==> src/rtl/sha1_sequencer.sv <==
// ---------------------------------------------------------------------------
// sha1_sequencer
// Top-level control FSM for the SHA1 core. On start it asks the initial-state
// block for the pad length (phase code 01), derives the 512-bit block count,
// then steps the round datapath through NUM_ROUNDS rounds per block with a
// hash-update strobe after each block, and finally pulses done.
//
// Ports
//   clk            in   system clock, all state on rising edge
//   reset          in   asynchronous active-high reset
//   start          in   hash request, sampled only in IDLE
//   message_size   in   message length in bytes, captured with start
//   padding_length in   pad bytes from the initial-state block, sampled in PADWAIT
//   input_state    out  phase code: 00 IDLE, 01 INIT/PADWAIT, 10 ROUNDS/UPDATE, 11 DONE
//   hash_init      out  1-cycle strobe in INIT (load H0..H4)
//   round_en       out  high on every ROUNDS cycle
//   round_idx      out  current round, valid while round_en
//   w_load         out  round_en during the first NUM_WORDS rounds
//   block_index    out  0-based index of the block being processed
//   hash_update    out  1-cycle strobe in UPDATE (H += a..e)
//   busy           out  high in INIT, PADWAIT, ROUNDS, UPDATE
//   done           out  1-cycle pulse in DONE
// ---------------------------------------------------------------------------
module sha1_sequencer #(
    parameter int NUM_ROUNDS = 80,
    parameter int NUM_WORDS  = 16,
    parameter int BLK_W      = 26
) (
    input  logic             clk,
    input  logic             reset,
    input  logic             start,
    input  logic [31:0]      message_size,
    input  logic [31:0]      padding_length,
    output logic [1:0]       input_state,
    output logic             hash_init,
    output logic             round_en,
    output logic [6:0]       round_idx,
    output logic             w_load,
    output logic [BLK_W-1:0] block_index,
    output logic             hash_update,
    output logic             busy,
    output logic             done
);

    localparam logic [2:0] S_IDLE   = 3'd0;
    localparam logic [2:0] S_INIT   = 3'd1;
    localparam logic [2:0] S_PAD    = 3'd2;
    localparam logic [2:0] S_ROUNDS = 3'd3;
    localparam logic [2:0] S_UPDATE = 3'd4;
    localparam logic [2:0] S_DONE   = 3'd5;

    logic [2:0]       state_q, state_d;
    logic [31:0]      size_q, size_d;
    logic [BLK_W-1:0] nblk_q, nblk_d;
    logic [6:0]       round_q, round_d;
    logic [BLK_W-1:0] blk_q, blk_d;

    logic [1:0]       input_state_q, input_state_d;
    logic             hash_init_q, hash_init_d;
    logic             round_en_q, round_en_d;
    logic             w_load_q, w_load_d;
    logic             hash_update_q, hash_update_d;
    logic             busy_q, busy_d;
    logic             done_q, done_d;

    // Byte total is a 33-bit sum so a carry out of 32 bits is not lost before
    // the >>6; the count is then truncated to BLK_W bits.
    logic [32:0]      byte_total;
    logic [BLK_W-1:0] nblk_calc;

    assign byte_total = {1'b0, size_q} + {1'b0, padding_length};
    assign nblk_calc  = BLK_W'(byte_total >> 6);

    always_comb begin
        state_d = state_q;
        size_d  = size_q;
        nblk_d  = nblk_q;
        round_d = round_q;
        blk_d   = blk_q;
        case (state_q)
            S_IDLE: begin
                if (start) begin
                    state_d = S_INIT;
                    size_d  = message_size;
                    blk_d   = '0;
                end
            end
            S_INIT: state_d = S_PAD;
            S_PAD: begin
                // An empty message still produces one (all-padding) block.
                nblk_d  = (nblk_calc == '0) ? BLK_W'(1) : nblk_calc;
                round_d = '0;
                blk_d   = '0;
                state_d = S_ROUNDS;
            end
            S_ROUNDS: begin
                if (round_q == 7'(NUM_ROUNDS - 1)) begin
                    round_d = '0;
                    state_d = S_UPDATE;
                end else begin
                    round_d = round_q + 7'd1;
                end
            end
            S_UPDATE: begin
                if (blk_q == nblk_q - BLK_W'(1)) begin
                    state_d = S_DONE;
                end else begin
                    blk_d   = blk_q + BLK_W'(1);
                    state_d = S_ROUNDS;
                end
            end
            S_DONE:  state_d = S_IDLE;
            default: state_d = S_IDLE;
        endcase
    end

    // Outputs are decoded from the next state and registered, so every output
    // lines up with the state it describes without combinational paths.
    always_comb begin
        input_state_d = 2'b00;
        hash_init_d   = 1'b0;
        hash_update_d = 1'b0;
        busy_d        = 1'b0;
        done_d        = 1'b0;
        case (state_d)
            S_INIT:   begin input_state_d = 2'b01; hash_init_d = 1'b1; busy_d = 1'b1; end
            S_PAD:    begin input_state_d = 2'b01; busy_d = 1'b1; end
            S_ROUNDS: begin input_state_d = 2'b10; busy_d = 1'b1; end
            S_UPDATE: begin input_state_d = 2'b10; hash_update_d = 1'b1; busy_d = 1'b1; end
            S_DONE:   begin input_state_d = 2'b11; done_d = 1'b1; end
            default:  input_state_d = 2'b00;
        endcase
        round_en_d = (state_d == S_ROUNDS);
        w_load_d   = round_en_d && (round_d < 7'(NUM_WORDS));
    end

    always_ff @(posedge clk or posedge reset) begin
        if (reset) begin
            state_q       <= S_IDLE;
            size_q        <= '0;
            nblk_q        <= '0;
            round_q       <= '0;
            blk_q         <= '0;
            input_state_q <= 2'b00;
            hash_init_q   <= 1'b0;
            round_en_q    <= 1'b0;
            w_load_q      <= 1'b0;
            hash_update_q <= 1'b0;
            busy_q        <= 1'b0;
            done_q        <= 1'b0;
        end else begin
            state_q       <= state_d;
            size_q        <= size_d;
            nblk_q        <= nblk_d;
            round_q       <= round_d;
            blk_q         <= blk_d;
            input_state_q <= input_state_d;
            hash_init_q   <= hash_init_d;
            round_en_q    <= round_en_d;
            w_load_q      <= w_load_d;
            hash_update_q <= hash_update_d;
            busy_q        <= busy_d;
            done_q        <= done_d;
        end
    end

    assign input_state = input_state_q;
    assign hash_init   = hash_init_q;
    assign round_en    = round_en_q;
    assign round_idx   = round_q;
    assign w_load      = w_load_q;
    assign block_index = blk_q;
    assign hash_update = hash_update_q;
    assign busy        = busy_q;
    assign done        = done_q;

endmodule

==> config.mk <==
export PLATFORM = sky130hd
export DESIGN_NAME = sha1_sequencer
export DESIGN_NICKNAME = d
export VERILOG_FILES = /design/src/rtl/sha1_sequencer.sv
export SDC_FILE = /design/constraint.sdc
export NUM_CORES = 1
export LEC_CHECK = 0
export ABC_CLOCK_PERIOD_IN_PS = 4280
export BUFFER_PORTS_ARGS = -buffer_cell sky130_fd_sc_hd__buf_2
export CORE_MARGIN = 8
export CORE_UTILIZATION = 27
export CTS_BUF_LIST = sky130_fd_sc_hd__clkbuf_4 sky130_fd_sc_hd__clkbuf_8
export CTS_CLUSTER_DIAMETER = 120
export CTS_CLUSTER_SIZE = 28
export DETAILED_ROUTE_END_ITERATION = 8
export RECOVER_POWER = 50
export SLEW_MARGIN = 20
export SYNTH_ARGS = -nofsm -noshare
export SYNTH_HDL_FRONTEND = slang
export SYNTH_SLANG_ARGS = --single-unit
==> constraint.sdc <==
create_clock -name clk -period 4.28 [get_ports clk]
set_clock_uncertainty 0.2 [all_clocks]
set_input_delay 0.856 -clock clk [delete_from_list [all_inputs] [get_ports clk]]
set_output_delay 0.856 -clock clk [all_outputs]
set_load 0.05 [all_outputs]
==> results.py <==
metrics = {
    "outcome": {
        "status": "finished, violations left",
        "violations": "capacitance limit, slew limit",
    },
    "setup_path": {
        "crit_family": "simple AND/OR/NAND/NOR gates",
        "crit_required_ns": 4.39,
        "critical_path.most_common_cell": "a21oi_1",
        "critPathSlowestCell": "or4_1",
        "critPathKind": "reg2reg",
        "crit_chain": "or4_1 > o31ai_1 > a21oi_1 > o32ai_1 > o21ai_0 > nor4_1 > nor3b_4 > o21ai_1 > a31o_1 > a21oi_1",
        "arrival_ns": 4.04,
        "setup.worst_path.start_class": "register",
        "end_kind": "register",
        "slowest_delay_ns": 0.73,
        "critPathMaxFanout": 12,
        "path_buf_inv": 0,
    },
    "synthesis": {
        "synth-xor-area-share_pct": 8.882,
        "synth-simple-area-share_pct": 23.50,
        "ys_top_cells_by_count": "102 x dfrtp_1, 72 x nand2_1, 53 x nor2_1",
        "yosys_register_bits": 102,
        "syn-cell-area_sq_mm": 0.006959,
        "syn_avg_cell_area_sq_um": 9.061,
        "yosysMostFrequentCell": "dfrtp_1",
        "synth_compound_area_share_pct": 14.53,
        "synth_top_family_by_area": "simple AND/OR/NAND/NOR gates",
        "ys_warn_count": 0,
        "synth_cell_types": 69,
        "synth.top_cell.area_share_pct": 36.68,
        "synthMuxAreaShare_pct": 7.084,
        "syn_inst": 768,
        "synthAdderAreaFrac_pct": 5.933,
        "yosys-top-cells-area": "dfrtp_1 37%, ha_1 5.9%, mux2_2 5.5%",
        "yosysTopAreaCell": "dfrtp_1",
        "synth_ff_type": "dfrtp_1",
        "synthArstFlopShare_pct": 100.0,
        "ys_seq_area_share_pct": 36.68,
        "syn_nets": 868,
        "synth_edf_count": 0,
    },
    "clock_network": {
        "cts-root-buf": "clkbuf_8",
        "path_clk_slew_ns": 0.10,
        "cts_setup_buffers": 0,
        "clock-sinks": 102,
        "hold_buffers": 0,
        "cts_buffer_depth": 2,
        "htree_levels": 3,
        "cts_tree": "yes",
        "clkLatencyLatePin_ns": 0.39,
        "cts_resized": 0,
        "cts-buffers-inserted": 9,
    },
    "grt": {
        "track_usage_pct": 11.47,
        "grt_max_degree": 59,
        "grt_pass1_wl_um": 29290,
        "antenna_found_initial": 0,
        "grt_pass1_vias": 5626,
        "gr-total-overflow": 0,
    },
    "die": {
        "core_area_sq_mm": 0.02525,
        "fp.dieH_um": 176.5,
        "pin_count": 108,
        "dieArea_sq_mm": 0.03117,
        "num_rows": 58,
        "initial_utilization_pct": 27.56,
        "die_width_um": 176.5,
    },
    "min_path": {
        "hold_class": "reg2reg",
    },
    "sta": {
        "period_share_pct": 91.96,
        "max_slew_margin_pct": -31.84,
        "rsz0062_at_grt": "no",
        "worst_pin_slew_ns": 1.967,
        "slew_violations": 81,
        "whs_ns": 0.3196,
        "finalSetupViolCount": 0,
        "fin_setup_tns_ns": 0,
        "max_freq_mhz": 254.1,
        "period_minus_slack_ns": 3.936,
        "timing_hold_violations_final": 0,
    },
    "finish": {
        "layout-drive-gt1-share_pct": 19.16,
        "nets": 956,
        "diodes": 0,
        "syn2layout_area_growth_pct": 14.56,
    },
    "placed_design": {
        "port-buffer-count": 107,
        "hpwl_um": 14200,
        "gp_congestion": 0.8180,
    },
    "routing": {
        "vias": 5794,
        "routed_wirelength_um": 17950,
        "drt-pass1-iter-count": 4,
        "drtIter0Drc": 266,
        "wire_per_inst_um": 15.07,
        "ant_nets": 0,
        "vias_per_cell": 4.865,
        "drc": 0,
    },
    "pwr": {
        "p_leak_nw": 3.599,
        "power_density_mw_per_mm2": 277.0,
        "ir_drop_v": 0.0001314,
    },
    "run": {
        "maxCapViolCount": 2,
    },
}
-- layout by cell type, fill, tap and decap left out, types with 7 or more instances in the layout --
cell	n
a21o_1	7
a21oi_1	42
and3_1	17
and4_1	7
buf_2	96
clkbuf_1	12
clkbuf_8	9
dfrtp_1	102
ha_1	33
inv_1	18
mux2_2	34
mux2i_1	11
nand2_1	72
nand2b_1	13
nand3_1	31
nand4_1	19
nor2_1	53
nor2b_1	12
nor3_1	13
nor3b_1	8
nor4_1	10
o21ai_0	48
xnor2_1	37
xor2_1	31
-- routing by layer --
metal  share of wire [%]  wire length (um)  global-route usage, %
met1                  52              9394                  16.26
met2                  43              7629                  17.27
met3                 4.0               721                  2.585
met4                 1.1               201                  2.872
met5                   0                 0                      0
-- cells by family after synthesis --
logic type,count (synthesis)
fa+ha+maj,33
simple gates,300
compound gates,161
xor+xnor,69
flops,102
buf+inv,58
mux,45
-- area by class of cell --
class / count / area [sq um]
repair buffers: 115 / 575.6
clock inverters: 7 / 56.30
fillers: 2726 / 17280
multi-input cells: 608 / 4175
inverters: 20 / 76.32
clock buffers: 9 / 123.9
flip-flops and latches: 102 / 2552
well taps: 330 / 412.9
-- through the flow --
stage | area [sq um] | util [%] | total power [mW] | cells | setup slack (ns)
floorplan | 6959 | - | 1.500 | 768 | 0.5485
global placement | 7833 | 31.01 | 1.632 | 1175 | 0.2683
detailed placement | 7833 | 31.01 | 1.643 | 1175 | 0.2647
CTS | 8013 | 31.73 | 2.252 | 1191 | 0.3430
global route | 7973 | 31.57 | 2.358 | 1191 | 0.02559
finish | 7973 | 31.57 | 2.208 | 1191 | 0.3441
-- path summary, 6_finish.rpt --
check | start | to | slack [ns] | cells after the start
max | nblk_q[3]$_DFFE_PP0P_ | block_index[6]$_DFFE_PP0P_ | 0.34 | 10
min | size_q[19]$_DFFE_PP0P_ | size_q[19]$_DFFE_PP0P_ | 0.32 | 1
max reg2reg | nblk_q[3]$_DFFE_PP0P_ | block_index[6]$_DFFE_PP0P_ | 0.34 | 10
min reg2reg | size_q[19]$_DFFE_PP0P_ | size_q[19]$_DFFE_PP0P_ | 0.32 | 1
max in group asynchronous | reset | size_q[24]$_DFFE_PP0P_ | 0.98 | 3
min in group asynchronous | reset | round_idx[5]$_DFF_PP0_ | 0.76 | 2
-- registers in the layout, indices dropped and copies added (netlist names), 2 cells and up --
register,cells
nblk_q,26
round_idx,7
input_state,2
state_q,3
block_index,26
size_q,32
-- report_power, final --
part	internal [mW]	total (mW)	switching [mW]
Clock	0.219	0.588	0.369
Sequential	1.03	1.12	0.0977
Combinational	0.230	0.496	0.266
(Power assumes the default switching activity.)
